[config.mk]
export PLATFORM = sky130hd
export DESIGN_NAME = wb_port_arbiter
export DESIGN_NICKNAME = d
export VERILOG_FILES = /design/src/rtl/wb_arb_pkg.sv /design/src/rtl/wb_starve_timer.sv /design/src/rtl/wb_port_arbiter.sv
export SDC_FILE = /design/constraint.sdc
export NUM_CORES = 1
export LEC_CHECK = 0
export BUFFER_PORTS_ARGS = -buffer_cell sky130_fd_sc_hd__buf_2
export CAP_MARGIN = 25
export CORE_MARGIN = 5
export CORE_UTILIZATION = 35
export DETAILED_ROUTE_END_ITERATION = 10
export GPL_ROUTABILITY_DRIVEN = 0
export GPL_TIMING_DRIVEN = 0
export PLACE_DENSITY_LB_ADDON = 0.25
export SYNTH_ARGS = -nofsm -noshare
export SYNTH_HDL_FRONTEND = slang
export SYNTH_SLANG_ARGS = --single-unit
[constraint.sdc]
create_clock -name Clock -period 1.9 [get_ports Clock]
set_clock_uncertainty 0.2 [all_clocks]
set_input_delay 0.19 -clock Clock [delete_from_list [all_inputs] [get_ports Clock]]
set_output_delay 0.19 -clock Clock [all_outputs]
set_load 0.01 [all_outputs]
[src/rtl/wb_arb_pkg.sv]
// Shared definitions for the register-file write-port arbiter.
//   - Default widths and starvation limit used by wb_port_arbiter.
//   - arbStateE: arbitration FSM states (ARB, STALL, BUBBLE).
//   - grantSrcE: which requester owns the write port in a cycle.
//   - waitCntWidth(): width of the saturating starvation counter.
package wb_arb_pkg;

  localparam int ADDR_W_DEF     = 5;
  localparam int DATA_W_DEF     = 32;
  localparam int STARVE_MAX_DEF = 4;

  typedef enum logic [1:0] {
    ARB    = 2'd0,
    STALL  = 2'd1,
    BUBBLE = 2'd2
  } arbStateE;

  typedef enum logic [1:0] {
    G_NONE = 2'd0,
    G_PIPE = 2'd1,
    G_MC   = 2'd2
  } grantSrcE;

  function automatic int waitCntWidth(input int starveMax);
    return $clog2(starveMax) + 1;
  endfunction

endpackage

[src/rtl/wb_starve_timer.sv]
// Saturating count of consecutive arbitration cycles the multi-cycle unit lost.
// Ports:
//   Clock    in   rising-edge clock
//   Reset_n  in   synchronous active-low reset
//   Inc      in   MC lost arbitration this cycle
//   Clr      in   restart the count (wins over Inc)
//   Expire   out  this increment reaches STARVE_MAX-1 (combinational)
//   Count    out  current count, saturates at STARVE_MAX-1
module wb_starve_timer #(
  parameter int STARVE_MAX = 4,
  parameter int CNT_W      = $clog2(STARVE_MAX) + 1
) (
  input  logic             Clock,
  input  logic             Reset_n,
  input  logic             Inc,
  input  logic             Clr,
  output logic             Expire,
  output logic [CNT_W-1:0] Count
);

  localparam logic [CNT_W-1:0] CNT_MAX = CNT_W'(STARVE_MAX - 1);

  // One extra bit so the compare works even when Count sits at the top value.
  logic [CNT_W:0] countPlus;

  assign countPlus = {1'b0, Count} + (CNT_W + 1)'(1);
  assign Expire    = Inc && (countPlus >= {1'b0, CNT_MAX});

  always_ff @(posedge Clock) begin
    if (!Reset_n || Clr) begin
      Count <= '0;
    end else if (Inc && (Count != CNT_MAX)) begin
      Count <= Count + CNT_W'(1);
    end
  end

endmodule

[src/rtl/wb_port_arbiter.sv]
// Shares the single register-file write port between pipeline writeback
// (priority) and a multi-cycle mul/div unit. A starvation timer forces a
// one-cycle pipeline bubble so the MC unit always makes progress.
//
// Handshake: the MC unit holds MCValid with a stable payload until it sees
// MCReady=1 in the same cycle; MCReady marks the request as consumed, either
// written to the register file or squashed by a younger pipeline write to
// the same register.
//
// Ports:
//   Clock, Reset_n                      clock, synchronous active-low reset
//   RegWriteIn/WriteRegisterIn/ALUResultIn  pipeline writeback request
//   MCValid/MCWriteRegister/MCResult    MC unit request
//   MCReady          out  comb   MC request consumed this cycle
//   StallPipe        out  reg    pipeline must not write next cycle
//   RFWriteEnable/RFWriteRegister/RFWriteData  out reg  register-file write
//   ProtocolErr      out  reg    sticky: pipeline wrote during a forced bubble
//   ForcedBubbleCnt, SquashCnt   out reg  only with WB_PERF_CNT_EN defined
//   DbgState         out  reg    current FSM state
//
// Configuration: define WB_PERF_CNT_EN to add the wrapping performance
// counters ForcedBubbleCnt and SquashCnt.
module wb_port_arbiter
  import wb_arb_pkg::*;
#(
  parameter int ADDR_W     = ADDR_W_DEF,
  parameter int DATA_W     = DATA_W_DEF,
  parameter int STARVE_MAX = STARVE_MAX_DEF
) (
  input  logic              Clock,
  input  logic              Reset_n,
  input  logic              RegWriteIn,
  input  logic [ADDR_W-1:0] WriteRegisterIn,
  input  logic [DATA_W-1:0] ALUResultIn,
  input  logic              MCValid,
  input  logic [ADDR_W-1:0] MCWriteRegister,
  input  logic [DATA_W-1:0] MCResult,
  output logic              MCReady,
  output logic              StallPipe,
  output logic              RFWriteEnable,
  output logic [ADDR_W-1:0] RFWriteRegister,
  output logic [DATA_W-1:0] RFWriteData,
  output logic              ProtocolErr,
`ifdef WB_PERF_CNT_EN
  output logic [31:0]       ForcedBubbleCnt,
  output logic [31:0]       SquashCnt,
`endif
  output logic [1:0]        DbgState
);

  localparam int         WAIT_W   = waitCntWidth(STARVE_MAX);
  localparam logic [1:0] S_ARB    = ARB;
  localparam logic [1:0] S_STALL  = STALL;
  localparam logic [1:0] S_BUBBLE = BUBBLE;

  logic [1:0]        state;
  logic [1:0]        stateNext;
  logic              stallNext;
  grantSrcE          grant;
  logic              squash;
  logic              mcDropped;
  logic              mcValidQ;
  logic              mcReadyQ;
  logic              timerInc;
  logic              timerClr;
  logic              timerExpire;
  logic [WAIT_W-1:0] waitCnt;

  always_comb begin
    // Same destination: the MC result is older, so the pipeline write
    // supersedes it and the MC request is retired without writing.
    squash    = RegWriteIn && MCValid && (WriteRegisterIn == MCWriteRegister);
    // MC withdrew a request it was never granted.
    mcDropped = mcValidQ && !mcReadyQ && !MCValid;
    grant     = G_NONE;
    if (RegWriteIn) begin
      grant = G_PIPE;
    end else if (MCValid) begin
      grant = G_MC;
    end
  end

  assign MCReady = Reset_n && (squash || (grant == G_MC));

  // Only losses in ARB count toward starvation; STALL is already committed.
  assign timerInc = (state == S_ARB) && RegWriteIn && MCValid && !squash;
  assign timerClr = (state == S_BUBBLE) || MCReady || mcDropped;

  wb_starve_timer #(
    .STARVE_MAX (STARVE_MAX),
    .CNT_W      (WAIT_W)
  ) u_starve_timer (
    .Clock   (Clock),
    .Reset_n (Reset_n),
    .Inc     (timerInc),
    .Clr     (timerClr),
    .Expire  (timerExpire),
    .Count   (waitCnt)
  );

  always_comb begin
    stateNext = state;
    stallNext = 1'b0;
    case (state)
      S_ARB: begin
        if (timerExpire) begin
          stateNext = S_STALL;
          stallNext = 1'b1;
        end
      end
      // If the MC unit walks away, the bubble has no one to serve.
      S_STALL:  stateNext = mcDropped ? S_ARB : S_BUBBLE;
      S_BUBBLE: stateNext = S_ARB;
      default:  stateNext = S_ARB;
    endcase
  end

  always_ff @(posedge Clock) begin
    if (!Reset_n) begin
      state           <= S_ARB;
      StallPipe       <= 1'b0;
      mcValidQ        <= 1'b0;
      mcReadyQ        <= 1'b0;
      RFWriteEnable   <= 1'b0;
      RFWriteRegister <= '0;
      RFWriteData     <= '0;
      ProtocolErr     <= 1'b0;
    end else begin
      state         <= stateNext;
      StallPipe     <= stallNext;
      mcValidQ      <= MCValid;
      mcReadyQ      <= MCReady;
      RFWriteEnable <= (grant != G_NONE);
      case (grant)
        G_PIPE: begin
          RFWriteRegister <= WriteRegisterIn;
          RFWriteData     <= ALUResultIn;
        end
        G_MC: begin
          RFWriteRegister <= MCWriteRegister;
          RFWriteData     <= MCResult;
        end
        default: begin
          RFWriteRegister <= '0;
          RFWriteData     <= '0;
        end
      endcase
      if ((state == S_BUBBLE) && RegWriteIn) begin
        ProtocolErr <= 1'b1;
      end
    end
  end

`ifdef WB_PERF_CNT_EN
  always_ff @(posedge Clock) begin
    if (!Reset_n) begin
      ForcedBubbleCnt <= '0;
      SquashCnt       <= '0;
    end else begin
      if ((state == S_ARB) && timerExpire) begin
        ForcedBubbleCnt <= ForcedBubbleCnt + 32'd1;
      end
      if (squash) begin
        SquashCnt <= SquashCnt + 32'd1;
      end
    end
  end
`endif

  assign DbgState = state;

endmodule
=== Word level (Yosys, flattened, before mapping) ===
Cells that the tools add are included.
W data, S select, Z words.

* Register bits after elaboration: 47
* Output and inout bits: 43
* Word-level logic and storage cells: 49
* Bits of input ports: 78

* Equality and inequality tests: 7
* Reduce and logical (&&, ||, !) cells: 22
* Mux-type cells: 8
* Add/sub/neg operators: 2
* Order comparisons: 1

{| class="wikitable"
|+ Operator list
! cell !! count
|-
| $pmux W32 S2 || 1
|-
| $logic_and A1 B1 Y1 || 11
|-
| $pmux W5 S2 || 1
|-
| $mux W2 || 4
|-
| $eq A5 B5 Y1 || 1
|-
| $add A3 B1 Y4 const B || 1
|-
| $eq A2 B1 Y1 const B || 2
|-
| $eq A2 B2 Y1 const B || 2
|-
| $ge A4 B2 Y1 const B || 1
|-
| $logic_not A1 Y1 || 4
|-
| $logic_or A1 B1 Y1 || 4
|-
| $pmux W2 S2 || 1
|-
| $add A3 B1 Y3 const B || 1
|-
| $ne A3 B2 Y1 const B || 1
|-
| $logic_not A2 Y1 || 1
|-
| $ne A2 B2 Y1 const B || 1
|-
| $reduce_and A2 Y1 || 1
|-
| $reduce_bool A2 Y1 || 1
|-
| $mux W1 || 1
|}

=== Longest topological paths before layout ===
* Depth in word-level cells: 8
* Depth in mapped cells: 5
* Mapped depth without buffers: 5

=== By module ===
From an unflattened synthesis, not the netlist that was laid out.

* Cells, all modules: 135
* Area total of the unflattened synthesis: 1581.5 um^2

{| class="wikitable"
|+ By module, submodules not included
! module !! instances !! area each (um^2) !! cells an instance !! seq. area each (um^2)
|-
| wb_port_arbiter || 1 || 1402.6 || 115 || 880.8
|-
| wb_starve_timer || 1 || 178.9 || 20 || 60.1
|}

=== Worst setup path before layout ===
No wires, ideal clock.

* Path type: register to register
* Start: reg u_starve_timer.Count[0]
* End: reg u_starve_timer.Count[1]
* Arrival time: 1.250 ns
* Period minus slack after synthesis: 1.553 ns
* Setup slack: 0.347 ns
* Stages on the path, launching flop included: 6
* Path buffers: 0
* Required time: 1.597 ns
* Library setup time: 0.103 ns
* Cell sequence: dfxtp_1 ha_1 ha_1 nor2_8 nor2_1 a2111oi_2

* Longest elaborated chain between the ends: 2
* Elaborated cells between the ends (all ways): 3
* Classes of those cells: 1 x add/sub; 1 x eq/ne; 1 x reduce/logical

{| class="wikitable"
|+ RTL lines
! item !! RTL line !! text
|-
| start: declaration || wb_starve_timer.sv:18 || <nowiki>output logic [CNT_W-1:0] Count</nowiki>
|-
| start signal: assignment || wb_starve_timer.sv:33 || <nowiki>Count <= Count + CNT_W'(1);</nowiki>
|-
| parallel branches: the longest is 2 deep, another holds $add A3 B1 Y3 || -- ||
|}

Parallel ways; which one is timed is not known.
A chain may end at the register's enable or synchronous reset.

=== Worst setup path after layout ===
* Start: in RegWriteIn
* End: reg RFWriteData[3]

* Longest elaborated chain between the ends: 3
* Elaborated cells between the ends (all ways): 4
* Classes of those cells: 2 x eq/ne; 2 x mux

{| class="wikitable"
|+ RTL lines
! item !! RTL line !! text
|-
| start: declaration || wb_port_arbiter.sv:32 || <nowiki>input logic RegWriteIn,</nowiki>
|-
| $mux W2 (*) || wb_port_arbiter.sv:76 || <nowiki>if (RegWriteIn) begin</nowiki>
|-
| $eq A2 B2 Y1 or $eq A2 B1 Y1 (tied branches) || wb_port_arbiter.sv:134 || <nowiki>case (grant)</nowiki>
|-
| $pmux W32 S2 (*) || wb_port_arbiter.sv:134 ||
|-
| end signal: assignment || wb_port_arbiter.sv:137 || <nowiki>RFWriteData <= ALUResultIn;</nowiki>
|-
| end signal: assignment || wb_port_arbiter.sv:141 || <nowiki>RFWriteData <= MCResult;</nowiki>
|-
| end: declaration || wb_port_arbiter.sv:42 || <nowiki>output logic [DATA_W-1:0] RFWriteData,</nowiki>
|}

Mark *: on every way between the ends. The rest lies on a longest branch, timed or not.

==> summary.txt <==
Synthesis
  – Synth unique cells: 26
  – Commonest cells post-synth: 47 x dfxtp_1, 37 x a22o_1, 6 x nor2_1
  – EDFF count, synth: 0
  – #FFs+latches synth: 47
  – Post-Synthesis Cells: 133
  – Syn Std Cell Area: 1644 um^2
  – Seq/Total Area, Yosys: 0.5723
  – Top-area cell type share of the netlist area: 0.5723
  – Yosys warns: 0
  – Dominant cell type by area after synthesis: dfxtp_1
  – Most frequent cell after synthesis: dfxtp_1
  – Syn_area_per_cell: 12.36 um^2
  – Synth top area cells: dfxtp_1 57%, a22o_1 20%, ha_1 2.3%
  – Asr flop ratio synth: 0
  – Most used DFF post-synth: dfxtp_1
  – Synth Net Count: 214

Clock network
  – Worst-path clk slew: 0.08 ns
  – CTS sink cnt: 47
  – Max clock buf depth: 2
  – Post-CTS Setup Inserts: 0
  – Hold_buf cts: 76
  – Root Buffer: clkbuf_8
  – Worst-skew pair later-pin latency: 0.29 ns
  – Post-CTS Resized: 0
  – Htree depth: 2
  – CTS buffer count: 5
  – CTS tree: built

Run status
  – Status: completed

Setup path
  – Critical path buffers and inverters: 4
  – Critical Path Start: RegWriteIn
  – Critical path's largest stage delay: 0.55 ns
  – Worst EP required: 1.94 ns
  – Startpoint types: input pin
  – Crit end category: flip-flop
  – Delay-heaviest family, CP: buffers and inverters
  – RR Startpoint: u_starve_timer.Count[0]
  – WS Path Type: input pin to flip-flop
  – CP Max Fanout: 10
  – CP Cell Sequence: buf_2, inv_2, nor2_2, buf_4, a22o_1, dlygate4sd3_1
  – Worst EP arrival: 1.82 ns
  – Slowest cell on crit path: dlygate4sd3_1

Global route
  – Pin count of the biggest net entering global routing: 15
  – Congestion Overflow GR: 0
  – First-pass GRT wire length: 8.928 mm
  – Gr usage total: 0.1861
  – Initial antenna violation count: 0
  – Vias in the first global route: 1899

Floorplanning
  – # rows: 25
  – Core area: 4629 um^2
  – Initial Utilization: 0.3551
  – Die footprint: 6168 um^2
  – I/O Pins: 121
  – Die height: 78.54 um
  – Die width: 78.54 um

Drt
  – Drt drc: 0
  – Wirelength per Cell: 14.26 um
  – Post-route ant nets: 0
  – Total wire length: 5.591 mm
  – DR vias/cell: 4.622
  – Vias: 1812
  – Pre-antenna DRT Iters: 4
  – Starting DRT DRC Count: 45

Job
  – Max-cap violation count: 0

Timing
  – TNS Setup: 0 ns
  – Relative slew slack: 0.6204
  – Fin crit share: 0.9383
  – Max frequency: 0.5609 GHz
  – Worst Tran Pin Value: 0.5688 ns
  – WHS: 0.03683 ns
  – Min cycle time layout: 1.783 ns
  – Final setup viols: 0
  – Hold violation total from the final report: 0
  – Slew Limit Fails: 0
  – Unrepaired setup endpoints after global routing: no

Power and ir drop
  – Max rail drop VDD: 328.4 uV
  – Clock power frac: 0.333
  – Logic gate share of total power: 0.194
  – Flop pwr share: 0.473
  – Power per Cell Area: 698.3 nW/um^2
  – NetSw: 0.5005 mW
  – Switching Share: 0.2245
  – Internal Power: 1.729 mW
  – P_leak: 1.646 nW

Final layout
  – Layout area overhead: 94.22%
  – Final net count: 417
  – Fillers: 346
  – Share of cells above drive strength 1: 0.4243

Worst hold path
  – Hold Startpoint: Reset_n
  – Hold crit path type: input pin to flip-flop

Placed design
  – Detailed placement HPWL: 3.595 mm
  – IO Port Bufs: 120
-- path summary, 6_finish.rpt --
kind,slack (ns),end,cells after the start
max,0.12,RFWriteData[3],6
min,0.04,ProtocolErr,3
max reg2reg,0.27,StallPipe,5
min reg2reg,0.28,ProtocolErr,2
-- kinds of logic after synthesis --
| family | synth area share |
|---|---|
| fa+ha+maj | 0.02283 |
| simple gates | 0.08829 |
| buf+inv | 0.04794 |
| xor+xnor | 0.03196 |
| compound gates | 0.2367 |
| flops | 0.5723 |
-- power by group through the flow --
stage	clock (mW)	combinational, mW	sequential [mW]
floorplan	0	0.110	1.11
global placement	0	0.295	1.08
detailed placement	0	0.298	1.08
CTS	0.770	0.426	1.06
global route	0.812	0.470	1.06
finish	0.742	0.433	1.06
-- area by class of cell --
type | count | area (um^2) | area share
Antenna cell | 1 | 2.502 | 0.0007837
Clock inverter | 2 | 35.03 | 0.01097
Buffer | 6 | 56.30 | 0.01763
Clock buffer | 6 | 82.58 | 0.02586
Sequential cell | 47 | 940.9 | 0.2947
Multi-Input combinational cell | 74 | 624.3 | 0.1955
Timing Repair Buffer | 196 | 1361 | 0.4263
Tap cell | 54 | 67.56 | 0.02116
Inverter | 6 | 22.52 | 0.007053
-- flip-flops by register name, summed over array words and instances, names as in the netlist --
signal and count:
RFWriteEnable 1, RFWriteRegister 5, mcReadyQ 1, u_starve_timer.Count 3, RFWriteData 32, StallPipe 1, ProtocolErr 1, DbgState 2
mcValidQ 1
-- layer usage --
metal  GRT usage  up-vias  part of all wire
li1            -      902                 -
met1      0.2064      831              0.40
met2      0.3370       68              0.52
met3     0.05390       11             0.062
met4     0.06294        0             0.022
met5           0        -                 0
-- worst register-to-register path: stages, from the launching register on --
cell and delay, ns:
dfxtp_1 0.35, ha_1 0.21, ha_1 0.31, inv_1 0.04, a311oi_1 0.28, nor3_1 0.12
-- placed cells by master, fill, tap and decap left out, types with 3 or more instances in the layout --
cell	instances
buf_6	3
a22o_1	37
inv_1	5
dfxtp_1	47
clkbuf_8	6
buf_4	3
nor2_1	6
ha_1	3
buf_2	120
dlygate4sd3_1	76
nor3_1	3
xor2_1	4
-- stage by stage --
step	setup WS, ns	util	cells	cell area [um^2]	total power, mW
after floorplan	0.3467	-	133	1644	1.217
after global placement	0.1641	0.4995	307	2312	1.371
after detailed placement	0.1448	0.4995	307	2312	1.377
after CTS	0.08997	0.6892	391	3191	2.252
after global routing	0.04624	0.6892	391	3191	2.344
final	0.1172	0.6897	392	3193	2.230
No activity file was read; power rests on OpenSTA's default activity.
